`src/rtl/reg_update_pkg.sv`:
```
// reg_update_pkg: shared definitions for the register update unit.
//   - op_e      : 3-bit micro-op encoding carried on cmd_op.
//   - IDX_*     : default register index assignments (AC, AR, DR, IR, PC, R, TR).
//   - is_write_op: true for ops that write the target register when no error occurs.
package reg_update_pkg;

    localparam int unsigned OP_W = 3;

    typedef enum logic [OP_W-1:0] {
        OP_NOP   = 3'b000,
        OP_INC   = 3'b001,
        OP_DEC   = 3'b010,
        OP_LOAD  = 3'b011,
        OP_CLR   = 3'b100,
        OP_ADD   = 3'b101,
        OP_INCSZ = 3'b110,
        OP_RSVD  = 3'b111
    } op_e;

    localparam int unsigned IDX_AC = 0;
    localparam int unsigned IDX_AR = 1;
    localparam int unsigned IDX_DR = 2;
    localparam int unsigned IDX_IR = 3;
    localparam int unsigned IDX_PC = 4;
    localparam int unsigned IDX_R  = 5;
    localparam int unsigned IDX_TR = 6;

    function automatic logic is_write_op(input logic [OP_W-1:0] op);
        return (op != OP_NOP) && (op != OP_RSVD);
    endfunction

endpackage

```
`src/rtl/reg_update_alu.sv`:
```
// reg_update_alu: combinational micro-op evaluator.
// Ports:
//   op      in  3       micro-op (see reg_update_pkg::op_e)
//   operand in  DATA_W  current value of the target register
//   data    in  DATA_W  command operand for LOAD / ADD
//   sel_err in  1       target index is outside the register array
//   result  out DATA_W  value to write (operand unchanged for NOP / error)
//   carry   out 1       carry of INC/INCSZ/ADD, borrow of DEC, else 0
//   err     out 1       reserved opcode or bad index
//   we      out 1       register write enable
module reg_update_alu
    import reg_update_pkg::*;
#(
    parameter int unsigned DATA_W = 16
) (
    input  logic [OP_W-1:0]   op,
    input  logic [DATA_W-1:0] operand,
    input  logic [DATA_W-1:0] data,
    input  logic              sel_err,
    output logic [DATA_W-1:0] result,
    output logic              carry,
    output logic              err,
    output logic              we
);

    // One extra bit so the MSB captures carry/borrow and the low bits wrap.
    logic [DATA_W:0] sum;

    always_comb begin
        sum = {1'b0, operand};
        unique case (op)
            OP_INC, OP_INCSZ: sum = {1'b0, operand} + (DATA_W+1)'(1);
            OP_DEC:           sum = {1'b0, operand} - (DATA_W+1)'(1);
            OP_LOAD:          sum = {1'b0, data};
            OP_CLR:           sum = '0;
            OP_ADD:           sum = {1'b0, operand} + {1'b0, data};
            default:          sum = {1'b0, operand};
        endcase

        err = sel_err || (op == OP_RSVD);
        we  = !err && is_write_op(op);

        // Errored commands report the untouched operand with no carry.
        if (err) begin
            result = operand;
            carry  = 1'b0;
        end else begin
            result = sum[DATA_W-1:0];
            carry  = sum[DATA_W];
        end
    end

endmodule

```
`src/rtl/reg_update_unit.sv`:
```
// reg_update_unit: register bank plus single-stage update engine.
// A command is latched into S1 on cmd_valid && cmd_ready. S1 reads its target
// register, evaluates the micro-op and, when the done register is free or being
// drained, commits: writes the register, pulses wr_onehot and loads the done
// register. Commit at S1 exit means a following command always sees the update.
// Ports:
//   clk, reset                    clock, synchronous active-high reset
//   cmd_valid/cmd_ready           command handshake
//   cmd_op, cmd_sel, cmd_data     micro-op, target index, operand
//   rd_sel/rd_data                combinational read port (committed value)
//   wr_onehot                     one-hot write strobe, high in the commit cycle
//   done_valid/done_ready         result handshake
//   done_sel/value/zero/carry/err result fields
module reg_update_unit
    import reg_update_pkg::*;
#(
    parameter int unsigned          NUM_REGS  = 8,
    parameter int unsigned          DATA_W    = 16,
    parameter int unsigned          SEL_W     = $clog2(NUM_REGS),
    parameter logic [DATA_W-1:0]    RESET_VAL = '0
) (
    input  logic                clk,
    input  logic                reset,
    input  logic                cmd_valid,
    output logic                cmd_ready,
    input  logic [OP_W-1:0]     cmd_op,
    input  logic [SEL_W-1:0]    cmd_sel,
    input  logic [DATA_W-1:0]   cmd_data,
    input  logic [SEL_W-1:0]    rd_sel,
    output logic [DATA_W-1:0]   rd_data,
    output logic [NUM_REGS-1:0] wr_onehot,
    output logic                done_valid,
    input  logic                done_ready,
    output logic [SEL_W-1:0]    done_sel,
    output logic [DATA_W-1:0]   done_value,
    output logic                done_zero,
    output logic                done_carry,
    output logic                done_err
);

    // Index limit in SEL_W+1 bits so the range check works for any NUM_REGS.
    localparam logic [SEL_W:0] NUM_REGS_X = (SEL_W+1)'(NUM_REGS);

    logic [DATA_W-1:0] regs [NUM_REGS];

    logic              s1_valid;
    logic [OP_W-1:0]   s1_op;
    logic [SEL_W-1:0]  s1_sel;
    logic [DATA_W-1:0] s1_data;

    logic              accept;
    logic              advance;
    logic              s1_sel_err;
    logic              rd_sel_err;
    logic [DATA_W-1:0] s1_operand;

    logic [DATA_W-1:0]   alu_result;
    logic                alu_carry;
    logic                alu_err;
    logic                alu_we;
    logic [NUM_REGS-1:0] wr_dec;

    // Handshake
    always_comb begin
        advance   = s1_valid && (!done_valid || done_ready);
        cmd_ready = !s1_valid || advance;
        accept    = cmd_valid && cmd_ready;
    end

    // Operand fetch and read port; out-of-range indices read as zero.
    always_comb begin
        s1_sel_err = ({1'b0, s1_sel} >= NUM_REGS_X);
        rd_sel_err = ({1'b0, rd_sel} >= NUM_REGS_X);
        s1_operand = s1_sel_err ? '0 : regs[s1_sel];
        rd_data    = rd_sel_err ? '0 : regs[rd_sel];
    end

    reg_update_alu #(
        .DATA_W (DATA_W)
    ) u_alu (
        .op      (s1_op),
        .operand (s1_operand),
        .data    (s1_data),
        .sel_err (s1_sel_err),
        .result  (alu_result),
        .carry   (alu_carry),
        .err     (alu_err),
        .we      (alu_we)
    );

    always_comb begin
        wr_dec = '0;
        if (alu_we) begin
            wr_dec = NUM_REGS'(1) << s1_sel;
        end
    end

    // Register array
    always_ff @(posedge clk) begin
        if (reset) begin
            for (int i = 0; i < int'(NUM_REGS); i++) begin
                regs[i] <= RESET_VAL;
            end
        end else if (advance && alu_we) begin
            regs[s1_sel] <= alu_result;
        end
    end

    // S1 stage
    always_ff @(posedge clk) begin
        if (reset) begin
            s1_valid <= 1'b0;
            s1_op    <= OP_NOP;
            s1_sel   <= '0;
            s1_data  <= '0;
        end else if (accept) begin
            s1_valid <= 1'b1;
            s1_op    <= cmd_op;
            s1_sel   <= cmd_sel;
            s1_data  <= cmd_data;
        end else if (advance) begin
            s1_valid <= 1'b0;
        end
    end

    // Done register and write strobe
    always_ff @(posedge clk) begin
        if (reset) begin
            done_valid <= 1'b0;
            done_sel   <= '0;
            done_value <= '0;
            done_zero  <= 1'b0;
            done_carry <= 1'b0;
            done_err   <= 1'b0;
            wr_onehot  <= '0;
        end else begin
            wr_onehot <= '0;
            if (advance) begin
                done_valid <= 1'b1;
                done_sel   <= s1_sel;
                done_value <= alu_result;
                done_zero  <= (alu_result == '0);
                done_carry <= alu_carry;
                done_err   <= alu_err;
                wr_onehot  <= wr_dec;
            end else if (done_ready) begin
                done_valid <= 1'b0;
            end
        end
    end

endmodule

```
`config.mk`:
```
export PLATFORM = sky130hd
export DESIGN_NAME = reg_update_unit
export DESIGN_NICKNAME = d
export VERILOG_FILES = /design/src/rtl/reg_update_pkg.sv /design/src/rtl/reg_update_alu.sv /design/src/rtl/reg_update_unit.sv
export SDC_FILE = /design/constraint.sdc
export NUM_CORES = 1
export LEC_CHECK = 0
export ABC_AREA = 1
export CAP_MARGIN = 5
export CORE_ASPECT_RATIO = 1.5
export CORE_MARGIN = 2
export CORE_UTILIZATION = 45
export DETAILED_ROUTE_END_ITERATION = 10
export GPL_ROUTABILITY_DRIVEN = 0
export PLACE_DENSITY_LB_ADDON = 0.12
export SLEW_MARGIN = 20
export SYNTH_ARGS = -nofsm -noshare
export SYNTH_HDL_FRONTEND = slang
export SYNTH_SLANG_ARGS = --single-unit
```
`constraint.sdc`:
```
create_clock -name clk -period 2.8 [get_ports clk]
set_input_delay 0.28 -clock clk [delete_from_list [all_inputs] [get_ports clk]]
set_output_delay 0.28 -clock clk [all_outputs]
set_load 0.02 [all_outputs]
```
* Word-level counts from Yosys, hierarchy flattened *
Memory sizes are Yosys's and may differ from the RTL's. A register that Yosys moved wholly into a read port is not among the register bits.
Cells that the tools add are included.

storage, ports and cells
  bits in registers = 54
  RAM bits = 128
  output and inout bits = 48
  memories kept = 1

operators by class
  add/sub/neg operators = 3
  equality and inequality tests = 8
  shift operators = 1
  multiplexer cells = 17
  bitwise logic cells = 2
  reductions and logical operators = 17

memories
  memory  depth  width  rd ports  clocked after memory_dff  write ports  line                   source
  regs    8      16     2         1                         8            reg_update_unit.sv:44  logic [DATA_W-1:0] regs [NUM_REGS];

operator list
  kind                                                  number
  one-hot mux 17 bit (5 select lines)                   1
  2-to-1 mux 16 bit                                     2
  adder 16 x 1 -> 17 bit (second input constant)        1
  adder 16 x 16 -> 17 bit                               1
  subtractor 16 x 1 -> 17 bit (second input constant)   1
  zero test 16 bit                                      1
  OR reduction 16 bit                                   1
  equality test 3 bit (second input constant)           4
  2-to-1 mux 1 bit                                      11
  2-to-1 mux 3 bit                                      3
  << shifter 1 x 3 -> 8 bit (first input constant)      1
  equality test 3 x 2 -> 1 bit (second input constant)  2
  logical AND 1 bit                                     5
  nonzero test 2 bit                                    2
  equality test 3 x 1 -> 1 bit (second input constant)  1
  zero test 1 bit                                       3
  != test 3 bit (second input constant)                 1
  nonzero test 3 bit                                    1
  OR reduction 3 bit                                    1
  logical OR 1 bit                                      2
  NOT 1 bit                                             2
  OR reduction 2 bit                                    1

* Depth between registers and ports, before layout *
  depth after elaboration = 9
  gate-level depth with buffers = 24
  depth with buffers taken out = 22

* Hierarchy *
Synthesis repeated with hierarchy kept, for this count alone.

second synthesis, totals
  cells, all modules = 1,346
  area, all modules = 10,473.8 µm²

by module, submodules not included
  module           times used  cells each  area an instance (µm²)  sequential area each (µm²)
  reg_update_unit  1           1,045       8,851.0                 4,984.8
  reg_update_alu   1           301         1,622.8                 0.0

* Worst setup path before layout *
Ideal clock, no wire load.

  kind = flip-flop to flip-flop
  start point = reg s1_op[1]
  end point = reg done_zero
  setup time = 0.114 ns
  data arrival time = 2.758 ns
  path slack = -0.071 ns
  cell stages (with the launch flop) = 23
  buffers on the path = 1
  clock period less this slack = 2.871 ns
  path through = dfxtp_1 > inv_1 > ha_1 > nand2_1 > inv_1 > clkbuf_1 > nand2_1 > ha_1 > fa_1 > nand2_1 > nand2_1 > nand3_1 > nand2_1 > nand2_1 > nand2_1 > nand2_1 > nand2_1 > o21ai_0 > nand2_2 > nand2_1 > nor2_1 > nand2_1 > a21oi_2

on the way
  word-level cells in the longest chain between the ends = 5

ends and longest elaborated chain
  item                                                                 line                    source
  start, declared                                                      reg_update_unit.sv:47   logic [OP_W-1:0] s1_op;
  start signal, assigned                                               reg_update_unit.sv:118  s1_op <= cmd_op;
  equality test 3 x 1 -> 1 bit or equality test 3 bit (tied branches)  reg_update_alu.sv:31    unique case (op)
  OR reduction 2 bit                                                   reg_update_alu.sv:31
  one-hot mux 17 bit (5 select lines)                                  reg_update_alu.sv:31
  2-to-1 mux 16 bit *                                                  reg_update_alu.sv:44    if (err) begin
  zero test 16 bit *                                                   reg_update_unit.sv:142  done_zero <= (alu_result == '0);
  end signal, assigned                                                 reg_update_unit.sv:142
  end, declared                                                        reg_update_unit.sv:36   output logic done_zero,

Every way passes the cells marked *; elsewhere a longest branch is shown, timed or not.
A chain may end at the register's enable or synchronous reset.

==> impl_results.html <==
<table>
<tr><th>Metric</th><th>Value</th></tr>
<tr><th colspan="2">STA</th></tr>
<tr><td>Measured slew at the worst slew-check pin</td><td>745 ps</td></tr>
<tr><td>Share of the clock period used by the worst path</td><td>106%</td></tr>
<tr><td>Clock Skew</td><td>10.2 ps</td></tr>
<tr><td># setup viols final</td><td>62</td></tr>
<tr><td>Worst slew slack as a fraction of its limit</td><td>50.3%</td></tr>
<tr><td>Setup repair after global routing missed its margin</td><td>true</td></tr>
<tr><td>Final WS setup</td><td>-181 ps</td></tr>
<tr><td>Time the worst path needs with I/O delays and setup</td><td>2980 ps</td></tr>
<tr><td>Max Transition Viols Final</td><td>0</td></tr>
<tr><td>Endpoints failing hold</td><td>0</td></tr>
<tr><td>Fmax</td><td>335 MHz</td></tr>
<tr><th colspan="2">Synthesis</th></tr>
<tr><td>Synth unique cells</td><td>34</td></tr>
<tr><td>Netlist area before placement</td><td>10100 sq um</td></tr>
<tr><td>Adder-Cell Fraction of Synth Area</td><td>2.68%</td></tr>
<tr><td>Avg Inst Size Synth</td><td>7.84 sq um</td></tr>
<tr><td>Area leader, netlist</td><td>sky130_fd_sc_hd__edfxtp_1</td></tr>
<tr><td>Area share of the largest cell type after synthesis</td><td>38.2%</td></tr>
<tr><td>Multiplexer share of the synthesized area</td><td>0%</td></tr>
<tr><td>Dominant synthesized flop cell</td><td>sky130_fd_sc_hd__edfxtp_1</td></tr>
<tr><td>Fraction of registers with async set or reset after synthesis</td><td>0%</td></tr>
<tr><td>Synthesized net count</td><td>1335</td></tr>
<tr><td>Flip-flop and latch count after synthesis</td><td>185</td></tr>
<tr><td>Xor-xnor portion of the synthesized cell area</td><td>0%</td></tr>
<tr><td>Number of flops mapped to enable cells by yosys</td><td>128</td></tr>
<tr><td>Portion of the post-synthesis area used by sequential elements</td><td>49.5%</td></tr>
<tr><td>Synth top area cells</td><td>sky130_fd_sc_hd__edfxtp_1, sky130_fd_sc_hd__dfxtp_1, sky130_fd_sc_hd__nand2_1</td></tr>
<tr><td>Compound-gate portion of the synthesized area</td><td>17.2%</td></tr>
<tr><td>Simple-gate portion of the synthesized area</td><td>22.7%</td></tr>
<tr><td>Count of yosys warnings during synthesis</td><td>0</td></tr>
<tr><td>Syn Inst Count</td><td>1285</td></tr>
<tr><td>Main combinational cell family by area after synthesis</td><td>simple AND/OR/NAND/NOR gates</td></tr>
<tr><th colspan="2">Global routing</th></tr>
<tr><td>Global-route congestion overflow total</td><td>0</td></tr>
<tr><td>First-pass GRT wire length</td><td>50.4 mm</td></tr>
<tr><td>Vias in the first global route</td><td>9179</td></tr>
<tr><td>Largest net degree at the start of global routing</td><td>75</td></tr>
<tr><td>GRT Total Usage</td><td>27.9%</td></tr>
<tr><td>Initial antenna violation count</td><td>0</td></tr>
<tr><th colspan="2">Floorplanning</th></tr>
<tr><td>Number of top-level pins</td><td>77</td></tr>
<tr><td>Standard-cell row count</td><td>67</td></tr>
<tr><td>Starting density of the core</td><td>45.5%</td></tr>
<tr><td>Area of the die</td><td>23600 sq um</td></tr>
<tr><td>Die extent in y</td><td>187 um</td></tr>
<tr><td>Die boundary width</td><td>126 um</td></tr>
<tr><td>Standard cell core area</td><td>22100 sq um</td></tr>
<tr><th colspan="2">Detailed routing</th></tr>
<tr><td>DR pass1 iterations</td><td>6</td></tr>
<tr><td>Via count</td><td>9835</td></tr>
<tr><td>DRT iter0 DRCs</td><td>1021</td></tr>
<tr><td>Number of vias per cell</td><td>5.75</td></tr>
<tr><td>DRC violations left</td><td>0</td></tr>
<tr><td>Residual antenna-violating net count after detailed routing</td><td>0</td></tr>
<tr><td>Routed WL</td><td>34.6 mm</td></tr>
<tr><td>Average wire length per cell after detail routing</td><td>20.3 um</td></tr>
<tr><th colspan="2">Run status</th></tr>
<tr><td>Violations in the final reports</td><td>negative setup slack</td></tr>
<tr><td>Run status</td><td>complete, but fails checks</td></tr>
<tr><th colspan="2">Layout</th></tr>
<tr><td>Commonest cells after routing, fill and taps aside</td><td>sky130_fd_sc_hd__nor2_1, sky130_fd_sc_hd__nand2_1, sky130_fd_sc_hd__o21ai_0</td></tr>
<tr><td>Fillcell total</td><td>1958</td></tr>
<tr><td>Post-layout nets</td><td>1471</td></tr>
<tr><td>Core utilization of the finished layout</td><td>60.6%</td></tr>
<tr><td>Most frequent standard cell in the layout excluding fill and tap cells</td><td>sky130_fd_sc_hd__nor2_1</td></tr>
<tr><td>Post-synthesis to final-layout area growth</td><td>33.0%</td></tr>
<tr><td>Summed area of non-filler cells in the final layout</td><td>13400 sq um</td></tr>
<tr><td>Number of antenna repair diodes</td><td>0</td></tr>
<tr><td>Fin cells</td><td>1709</td></tr>
<tr><td>Multi-input logic area</td><td>4880 sq um</td></tr>
<tr><td>Register Area</td><td>4990 sq um</td></tr>
<tr><td>Share of post-route cells with drive strength above 1</td><td>21.4%</td></tr>
<tr><th colspan="2">Flow run</th></tr>
<tr><td>Number of maximum-capacitance violations</td><td>0</td></tr>
<tr><th colspan="2">Setup path</th></tr>
<tr><td>Arrival time of data at the critical path endpoint</td><td>3160 ps</td></tr>
<tr><td>Endpoint required time on the critical path</td><td>2980 ps</td></tr>
<tr><td>Worst path cell trace</td><td>buf_8 &gt; clkbuf_16 &gt; nor2_1 &gt; a21oi_1 &gt; o21ai_1 &gt; nand2_1 &gt; nand2_2 &gt; inv_2 &gt; ha_4 &gt; nand2_4 &gt; inv_2 &gt; nand2_1 &gt; nand2_2 &gt; a21oi_2 &gt; nand3b_1 &gt; nand3_2 &gt; nand2_1 &gt; nand2_2 &gt; buf_12 &gt; nor2_1</td></tr>
<tr><td>Type of destination of the critical path</td><td>flop</td></tr>
<tr><td>Slowest stage cell on the critical path</td><td>sky130_fd_sc_hd__dfxtp_4</td></tr>
<tr><td>Class of the most critical setup path</td><td>reg -&gt; reg</td></tr>
<tr><td>Max Fanout on Critical Path</td><td>9</td></tr>
<tr><td>Biggest cell delay along the critical path</td><td>400 ps</td></tr>
<tr><td>Kind of launch point of the worst setup path</td><td>flop</td></tr>
<tr><th colspan="2">Clocking</th></tr>
<tr><td>Clock slew seen by the registers of the worst setup and hold paths</td><td>70 ps</td></tr>
<tr><td>Clk_lat worst skew</td><td>450 ps</td></tr>
<tr><td>Clock tree root driver cell</td><td>sky130_fd_sc_hd__clkbuf_16</td></tr>
<tr><td>CTS H-tree lvls</td><td>4</td></tr>
<tr><td>Total CTS buffers</td><td>17</td></tr>
<tr><td>Clock tree from TritonCTS</td><td>done</td></tr>
<tr><td>TritonCTS sink count</td><td>185</td></tr>
<tr><td>Post-CTS Hold Fix Bufs</td><td>0</td></tr>
<tr><td>Max Root-Sink Buffers</td><td>2</td></tr>
<tr><th colspan="2">Pwr</th></tr>
<tr><td>Power per Cell Area</td><td>593 nW/um^2</td></tr>
<tr><td>Leakage Power</td><td>5.45 nW</td></tr>
<tr><td>Worst vdd ir</td><td>0.388 mV</td></tr>
<tr><td>Overall power</td><td>7.94 mW</td></tr>
<tr><th colspan="2">Place</th></tr>
<tr><td>Instance area at placement</td><td>11800 sq um</td></tr>
<tr><td>Total placed cells including tap cells</td><td>1651</td></tr>
<tr><td>Number of I/O port buffers</td><td>76</td></tr>
<tr><td>Post-DP HPWL</td><td>21.6 mm</td></tr>
<tr><th colspan="2">Hold path</th></tr>
<tr><td>Class of the worst hold path</td><td>in -&gt; reg</td></tr>
</table>
## kinds of logic (layout without fill, tap and decap cells)
logic type | Yosys count | in the layout
compound gates | 331 | 331
fa+ha+maj | 21 | 21
simple gates | 562 | 562
buf+inv | 186 | 334
flops | 185 | 185
## Yosys cell counts, types with 20 or more instances
master	number
sky130_fd_sc_hd__inv_1	100
sky130_fd_sc_hd__nand2_1	240
sky130_fd_sc_hd__dfxtp_1	57
sky130_fd_sc_hd__clkbuf_1	35
sky130_fd_sc_hd__nand3_1	62
sky130_fd_sc_hd__ha_1	20
sky130_fd_sc_hd__buf_2	21
sky130_fd_sc_hd__edfxtp_1	128
sky130_fd_sc_hd__nor2_1	225
sky130_fd_sc_hd__o21ai_0	149
sky130_fd_sc_hd__a21oi_1	127
## final cells by class
cell class | instances | share of cell area, %
Sequential cell | 185 | 37.3
Inverter | 113 | 3.25
Clock inverter | 14 | 1.16
Multi-Input combinational cell | 914 | 36.4
Timing Repair Buffer | 189 | 16.1
Tap cell | 276 | 2.58
Timing Repair inverter | 1 | 0.0560
Clock buffer | 17 | 3.17
## worst max-delay path, delay by kind of cell, from the launching register on
| kind | cells | cell delay, ps |
|---|---|---|
| buf+inv | 5 | 570 |
| fa+ha+maj | 1 | 270 |
| flops | 1 | 400 |
| simple gates | 11 | 1060 |
| compound gates | 3 | 400 |
## report_power, final
group	internal, mW	leakage (nW)	switching [mW]	total, mW
combinational	0.976	3.37	1.40	2.38
sequential	3.04	1.80	0.0768	3.12
clock	1.39	0.282	1.06	2.45
## repair_timing
item / 4_1_cts / 5_1_grt
gates resized for setup: 46 / 141
pin swaps: 10 / 54
cloned: 3 / 9
endpoints found under the setup margin: 71 / 116
setup buffers: 5 / 11
## stage by stage
step / setup WS [ps] / hold WS (ps) / TNS, ps
final: -181 / 462 / -4880
after global routing: -342 / 465 / -16470
after CTS: -86.4 / 458 / -1170
after detailed placement: -291 / 484 / -5790
after global placement: -316 / 471 / -3920
after floorplan: 31.4 / 342 / 0
## registers in the layout (all words and copies together), names as in the netlist, named ones only
| name | cells |
|---|---|
| done_carry | 1 |
| done_err | 1 |
| done_sel | 3 |
| done_valid | 1 |
| done_value | 16 |
| done_zero | 1 |
| regs | 128 |
| s1_data | 16 |
| s1_op | 3 |
| s1_sel | 3 |
| s1_valid | 1 |
| wr_onehot | 8 |
## worst paths after layout
| kind | from | to | slack, ps | cells past startpoint |
|---|---|---|---|---|
| setup / recovery | flop | regs[6][14] | -180 | 20 |
| hold / removal | cmd_data[5] | s1_data[5] | 460 | 3 |
| setup reg to reg | flop | regs[6][14] | -180 | 20 |
| hold reg to reg | done_sel[2] | done_sel[2] | 490 | 2 |
## layer usage
layer / part of all wire (%) / wire length (um) / track usage (%) / vias up
met1: 37 / 12900 / 34.1 / 4655
met3: 7.3 / 2540 / 3.83 / 104
met5: 0 / 0 / 0 / -
met4: 4.4 / 1510 / 12.0 / 0
li1: - / - / - / 4583
met2: 51 / 17700 / 49.0 / 493
Note: power is estimated with default switching activity, not from simulation.
